===== src/rtl/conv_window_sequencer.sv =====
// conv_window_sequencer: raster window/tap sequencer for a strided KxK conv layer (optional CONV_SEQ_STALL_CNT_EN stall counter)
module conv_window_sequencer #(
  parameter int W_IN       = 256,
  parameter int H_IN       = 256,
  parameter int CHIN       = 3,
  parameter int KERNEL_DIM = 3,
  parameter int STRIDE     = 2,
  parameter int PIPE_LAT   = 2,
  parameter int ADDR_W     = 18,
  parameter int TAP_W      = 5
) (
  input  logic              clk,
  input  logic              rst,
  input  logic              start,
  output logic [ADDR_W-1:0] img_addr,
  output logic [TAP_W-1:0]  wt_addr,
  output logic              mac_clr,
  output logic              mac_en,
  output logic              ofm_valid,
  input  logic              ofm_ready,
  output logic [7:0]        ofm_row,
  output logic [7:0]        ofm_col,
  output logic              busy,
  output logic              layer_done
`ifdef CONV_SEQ_STALL_CNT_EN
  ,
  output logic [31:0]       stall_cnt
`endif
);
  localparam int OUT_W = (W_IN - KERNEL_DIM) / STRIDE + 1;
  localparam int OUT_H = (H_IN - KERNEL_DIM) / STRIDE + 1;
  localparam int NT    = CHIN * KERNEL_DIM * KERNEL_DIM;
  localparam int CW    = $clog2(CHIN + 1);
  localparam int KW    = $clog2(KERNEL_DIM + 1);
  localparam int DW    = $clog2(PIPE_LAT + 1);
  localparam logic [ADDR_W-1:0] PLANE = ADDR_W'(W_IN * H_IN);
  localparam logic [ADDR_W-1:0] ROWSZ = ADDR_W'(W_IN);
  localparam logic [ADDR_W-1:0] STEP  = ADDR_W'(STRIDE);
  typedef enum logic [2:0] {IDLE, FETCH, DRAIN, EMIT, DONE} state_t;
  state_t state, state_nx;
  logic [CW-1:0]    ch;
  logic [KW-1:0]    ky, kx;
  logic [TAP_W-1:0] tap;
  logic [DW-1:0]    dcnt;
  logic [7:0]       row, col;
  logic go, last_tap, last_win, xfer, kx_wrap, ky_wrap;
  always_comb begin
    go         = start && (state == IDLE || state == DONE);
    last_tap   = tap == TAP_W'(NT - 1);
    last_win   = row == 8'(OUT_H - 1) && col == 8'(OUT_W - 1);
    xfer       = state == EMIT && ofm_ready;
    kx_wrap    = kx == KW'(KERNEL_DIM - 1);
    ky_wrap    = kx_wrap && ky == KW'(KERNEL_DIM - 1);
    state_nx   = go ? FETCH
               : (state == FETCH && last_tap) ? DRAIN
               : (state == DRAIN && dcnt == DW'(PIPE_LAT - 1)) ? EMIT
               : xfer ? (last_win ? DONE : FETCH)
               : state;
    mac_en     = state == FETCH;
    mac_clr    = mac_en && tap == '0;
    ofm_valid  = state == EMIT;
    busy       = state == FETCH || state == DRAIN || state == EMIT;
    layer_done = state == DONE;
    wt_addr    = mac_en ? tap : '0;
    img_addr   = mac_en ? ADDR_W'(ch) * PLANE + (ADDR_W'(row) * STEP + ADDR_W'(ky)) * ROWSZ
                          + ADDR_W'(col) * STEP + ADDR_W'(kx) : '0;
    ofm_row    = row;
    ofm_col    = col;
  end
  always_ff @(posedge clk)
    if (!rst) state <= IDLE;
    else      state <= state_nx;
  // Tap counters wrap to zero on the last tap, so each window starts clean.
  always_ff @(posedge clk)
    if (!rst || go) begin
      ch   <= '0;
      ky   <= '0;
      kx   <= '0;
      tap  <= '0;
      dcnt <= '0;
      row  <= '0;
      col  <= '0;
    end else begin
      if (state == FETCH) begin
        tap <= last_tap ? '0 : tap + 1'b1;
        kx  <= kx_wrap ? '0 : kx + 1'b1;
        ky  <= kx_wrap ? (ky_wrap ? '0 : ky + 1'b1) : ky;
        ch  <= ky_wrap ? (ch == CW'(CHIN - 1) ? '0 : ch + 1'b1) : ch;
      end
      dcnt <= state == DRAIN ? dcnt + 1'b1 : '0;
      if (xfer && !last_win) begin
        col <= col == 8'(OUT_W - 1) ? '0 : col + 1'b1;
        row <= col == 8'(OUT_W - 1) ? row + 1'b1 : row;
      end
    end
`ifdef CONV_SEQ_STALL_CNT_EN
  always_ff @(posedge clk)
    if (!rst || go) stall_cnt <= '0;
    else if (state == EMIT && !ofm_ready && stall_cnt != '1) stall_cnt <= stall_cnt + 1'b1;
`endif
endmodule

===== config.mk =====
export PLATFORM = sky130hd
export DESIGN_NAME = conv_window_sequencer
export DESIGN_NICKNAME = d
export VERILOG_FILES = /design/src/rtl/conv_window_sequencer.sv
export SDC_FILE = /design/constraint.sdc
export NUM_CORES = 1
export LEC_CHECK = 0
export ABC_CLOCK_PERIOD_IN_PS = 2300
export CAP_MARGIN = 15
export CORE_AREA = 5 5 76 78
export CTS_CLUSTER_DIAMETER = 50
export CTS_CLUSTER_SIZE = 24
export DETAILED_ROUTE_END_ITERATION = 12
export DIE_AREA = 0 0 81 83
export PLACE_DENSITY = 0.71
export SLEW_MARGIN = 10
export SYNTH_ARGS = -nofsm -noshare
export SYNTH_HDL_FRONTEND = slang
export SYNTH_SLANG_ARGS = --single-unit

===== constraint.sdc =====
create_clock -name clk -period 2.3 [get_ports clk]
set_clock_uncertainty 0.2 [all_clocks]
set_input_delay 0.575 -clock clk [delete_from_list [all_inputs] [get_ports clk]]
set_output_delay 0.575 -clock clk [all_outputs]
set_load 0.05 [all_outputs]

==> flow_results.org <==
** Cells and area
- 0 antenna diodes ended up in the layout.
- Final net count :: 426
- The area growth from synthesis to layout is 98.3%.
- Ratio of cells with drive above 1 in the final layout :: 0.577
- In the layout the commonest cells are sky130_fd_sc_hd__buf_4 (86), sky130_fd_sc_hd__buf_12 (30), sky130_fd_sc_hd__nor2_1 (28).
- Utilization after layout :: 0.859
- Most common cell after layout, fill and taps aside :: sky130_fd_sc_hd__buf_4

** Routing
- After detailed routing, the average wire length per cell comes to 17.8 um.
- The first routing iteration left 284 violations.
- DRC violations left :: 0
- Total detailed-routing wirelength :: 8500 um
- Number of nets still failing antenna checks after routing :: 0
- For this run, the detailed router's first-pass iteration total came to 4.
- Via count of the routed design :: 2650
- Average vias per placed instance :: 5.53

** Clock network
- CTS clk-pin slew, worst paths :: 0.07 ns
- TritonCTS built the clock tree.
- For the worst-skew pair, the clock arrives at the later sink with an insertion delay of 0.28 ns.
- Buffers inserted during clock tree synthesis total 5.
- The H-tree was split into 2 levels.
- In this run the clock root is driven by a sky130_fd_sc_hd__clkbuf_8.
- Number of sinks on the clock net :: 32
- Counting along the longest clock path gives a buffer depth of 2.

** Synth
- The number of nets in the synthesized netlist is 297.
- Library cells used by synthesis :: 44
- The Yosys step of the flow raised 0 warnings.
- Number of flip-flops and latches in the synthesized netlist :: 32
- Of the post-synthesis cell area, the dominant cell type holds 0.295.
- Each instance of the synthesized netlist takes up on average 7.78 um^2.
- By area the synthesized netlist is led by sky130_fd_sc_hd__dfxtp_1 (30%), sky130_fd_sc_hd__ha_1 (8.1%), sky130_fd_sc_hd__nor2_1 (7.4%), sky130_fd_sc_hd__xor2_1 (6.1%), sky130_fd_sc_hd__xnor2_1 (5.6%).
- Area leader, netlist :: sky130_fd_sc_hd__dfxtp_1
- Synthesized instance count :: 279
- Proportion of synthesized chip area in sequential cells :: 0.295
- Cell area after technology mapping :: 2170 um^2

** Die
- Die width :: 81 um
- Effective utilization at floorplan :: 0.433
- Core ar. :: 5010 um^2
- DIE AREA :: 6720 um^2
- Die boundary height :: 83 um
- For this design the top-level I/O count stands at 48.
- Site Rows :: 26

** Critical path
- Worst setup path category :: reg -> out
- CP peak stage delay :: 0.37 ns
- Category of cells accounting for the largest share of critical-path delay :: simple AND/OR/NAND/NOR gates
- The slowest stage of the critical path is the sky130_fd_sc_hd__dfxtp_2 cell.
- At the worst endpoint, the required time is 1.52 ns.
- The worst setup path is captured at an output port.
- Data arrival, critical path :: 2.16 ns
- The worst register-to-register path begins at ofm_row[1].
- Cell-by-cell listing of the critical path :: and2_4, and3_4, nand2_2, xnor2_1, ha_1, a41oi_2, mux2i_4, buf_12
- R2R Setup Slk :: -0.01 ns
- Along the worst path, the maximum fanout reaches 3.
- The number of buffers and inverters on the critical path is 1.
- The worst setup path is launched from a flop.
- For the worst flop-to-flop path, the logic depth is 8.
- The worst register-to-register path ends at ofm_col[6].

** Power
- Summed over all nets, the switching power comes to 0.322 mW.
- Internal Dissipation :: 0.893 mW
- VDD sags by at most 0.000374 V.
- Of the total power, the share spent switching nets is 0.265.
- Share of total power in sequential cells :: 0.458
- Of the total power, the clock network draws 0.371.
- Power density of the placed cells :: 282 nW/um^2
- Of the total power, combinational logic draws 0.171.
- The analysis attributes to cell leakage a power of 1.70 nW.
- The design draws 1.21 mW.

** Timing
- The number of pins with negative max-slew slack in the final report was 0.
- After layout, the worst setup slack is -0.639 ns.
- Setup repair after global routing could not meet its margin everywhere.
- At the pin with the least slew margin, the transition time is 0.395 ns.
- Max-Slew Margin vs Limit :: 0.736
- Dividing the final minimum period by the clock period gives 1.28.
- Setup violations remaining at the end of the flow were counted as 23.
- FMAX :: 0.340 GHz
- Hold Violations, Final :: 0
- The routed design could run at a clock period as short as 2.94 ns.

** Min path
- For hold timing, the worst endpoint is dcnt[0].
- In this run the most critical hold path is launched from dcnt[0].
- Min-Delay Path Depth :: 1
- The tightest min-delay check is of the reg -> reg type.

** Global route
- GRT Total Usage :: 0.238
- Number of antenna violations at the first check in global routing :: 0
- The first global-routing pass estimated 12700 um of wire.
- Grt total ovfl :: 0
- Entering global routing, the biggest net connects 17 pins.
- The via count of the first global-routing pass was 2604.

** Job
- Max cap viols :: 0

** Placed design
- During placement, the flow inserted port buffers numbering 47.
- At the end of routability-driven placement, the weighted congestion stood at 0.857.
- The HPWL after detailed placement is 4980 um.

** Run status
- Failing checks :: negative setup slack
- Outcome :: complete, but fails checks
## per-layer routing
metal  up-vias  share of wire  track usage
li1       1214              -            -
met4         0          0.043       0.0937
met1      1291           0.39        0.280
met2       112           0.51        0.417
met5         -              0            0
met3        33          0.050       0.0422
## kinds of logic (layout without fill, tap and decap cells)
family,count (synthesis),after routing,share of synthesized area
mux,2,2,0.00922
fa+ha+maj,14,14,0.0807
compound gates,38,38,0.110
buf+inv,23,153,0.0438
simple gates,141,141,0.345
flops,32,32,0.295
xor+xnor,29,29,0.117
## registers in the layout, indices dropped and copies added (netlist names)
name / cells
ky: 2
ofm_row: 8
state: 3
ofm_col: 8
kx: 2
dcnt: 2
ch: 2
tap: 5
## through the flow
stage / setup TNS, ns / hold slack (ns) / setup slack [ns] / cell area [um^2] / std cells
floorplan: -2.94 / 0.198 / -0.595 / 2540 / 279
global placement: -1.84 / 0.206 / -0.289 / 3700 / 446
detailed placement: -2.27 / 0.213 / -0.331 / 3700 / 446
CTS: -5.33 / 0.222 / -0.639 / 4180 / 474
global route: -7.07 / 0.234 / -0.702 / 4310 / 479
finish: -5.50 / 0.222 / -0.639 / 4310 / 479
## power groups by stage
stage / logic (mW) / registers [mW] / clock network (mW)
finish: 0.207 / 0.556 / 0.451
global route: 0.218 / 0.557 / 0.483
CTS: 0.197 / 0.556 / 0.448
detailed placement: 0.149 / 0.568 / 0
global placement: 0.147 / 0.567 / 0
floorplan: 0.0963 / 0.568 / 0
## area by class of cell
cell class	instances	area, um^2
clock buffers	8	90.1
flip-flops and latches	32	678
inverters	10	50.0
multi-input cells	224	1940
fillers	256	704
well taps	70	87.6
repair buffers	135	1460
## worst reg2reg max path: cells and delay by family (launching register included)
family | cells | cell delay, ns
fa+ha+maj | 1 | 0.18
buf+inv | 2 | 0.33
simple gates | 4 | 0.97
xor+xnor | 1 | 0.17
flops | 1 | 0.35
## cells in the mapped netlist
| cell | count |
|---|---|
| sky130_fd_sc_hd__a22oi_1 | 1 |
| sky130_fd_sc_hd__a21boi_0 | 1 |
| sky130_fd_sc_hd__nand2_1 | 23 |
| sky130_fd_sc_hd__nand3_1 | 11 |
| sky130_fd_sc_hd__xnor2_1 | 14 |
| sky130_fd_sc_hd__ha_1 | 14 |
| sky130_fd_sc_hd__o21ai_0 | 3 |
| sky130_fd_sc_hd__nand2b_1 | 3 |
| sky130_fd_sc_hd__and3b_1 | 2 |
| sky130_fd_sc_hd__nand4_1 | 7 |
| sky130_fd_sc_hd__or3_1 | 4 |
| sky130_fd_sc_hd__a31o_2 | 1 |
| sky130_fd_sc_hd__nor4bb_1 | 2 |
| sky130_fd_sc_hd__nor2_1 | 43 |
| sky130_fd_sc_hd__a41oi_1 | 3 |
| sky130_fd_sc_hd__xor2_1 | 15 |
| sky130_fd_sc_hd__or2_1 | 2 |
| sky130_fd_sc_hd__o211ai_1 | 2 |
| sky130_fd_sc_hd__and4b_1 | 1 |
| sky130_fd_sc_hd__dfxtp_1 | 32 |
| sky130_fd_sc_hd__a31oi_1 | 2 |
| sky130_fd_sc_hd__a21oi_1 | 18 |
| sky130_fd_sc_hd__and2_1 | 12 |
| sky130_fd_sc_hd__or3b_4 | 1 |
| sky130_fd_sc_hd__o2111ai_1 | 1 |
| sky130_fd_sc_hd__or2_2 | 1 |
| sky130_fd_sc_hd__and3_1 | 5 |
| sky130_fd_sc_hd__a311oi_1 | 2 |
| sky130_fd_sc_hd__nand3b_4 | 1 |
| sky130_fd_sc_hd__mux2i_1 | 2 |
| sky130_fd_sc_hd__nor3b_1 | 2 |
| sky130_fd_sc_hd__o22ai_1 | 1 |
| sky130_fd_sc_hd__buf_6 | 1 |
| sky130_fd_sc_hd__or3b_1 | 1 |
| sky130_fd_sc_hd__nor3_1 | 7 |
| sky130_fd_sc_hd__clkinv_2 | 1 |
| sky130_fd_sc_hd__inv_1 | 9 |
| sky130_fd_sc_hd__nand4b_1 | 2 |
| sky130_fd_sc_hd__nor4_1 | 2 |
| sky130_fd_sc_hd__and4_1 | 3 |
| sky130_fd_sc_hd__nand3b_1 | 1 |
| sky130_fd_sc_hd__clkbuf_1 | 12 |
| sky130_fd_sc_hd__a211oi_1 | 3 |
| sky130_fd_sc_hd__nor2b_1 | 5 |
## worst max path at each step
| stage | from | end | slack (ns) | cells after the start |
|---|---|---|---|---|
| 4_1_cts | ofm_row[4] | img_addr[17] | -0.64 | 8 |
| 5_1_grt | ofm_row[4] | img_addr[17] | -0.70 | 8 |
| 2_1_floorplan | ofm_row[4] | img_addr[17] | -0.59 | 8 |
| 6_report | ofm_row[1] | img_addr[17] | -0.64 | 8 |
| 3_3_place_gp | ky[1] | img_addr[17] | -0.29 | 8 |
| 3_5_place_dp | ky[1] | img_addr[17] | -0.33 | 8 |
## timing repair
action / 4_1_cts / 5_1_grt
cloned: 0 / 0
gates resized for setup: 50 / 21
buffers inserted: 20 / 5
hold buffers: 0 / 0
pin swaps: 26 / 18
setup endpoints to repair: 25 / 35
(Power assumes the default switching activity.)
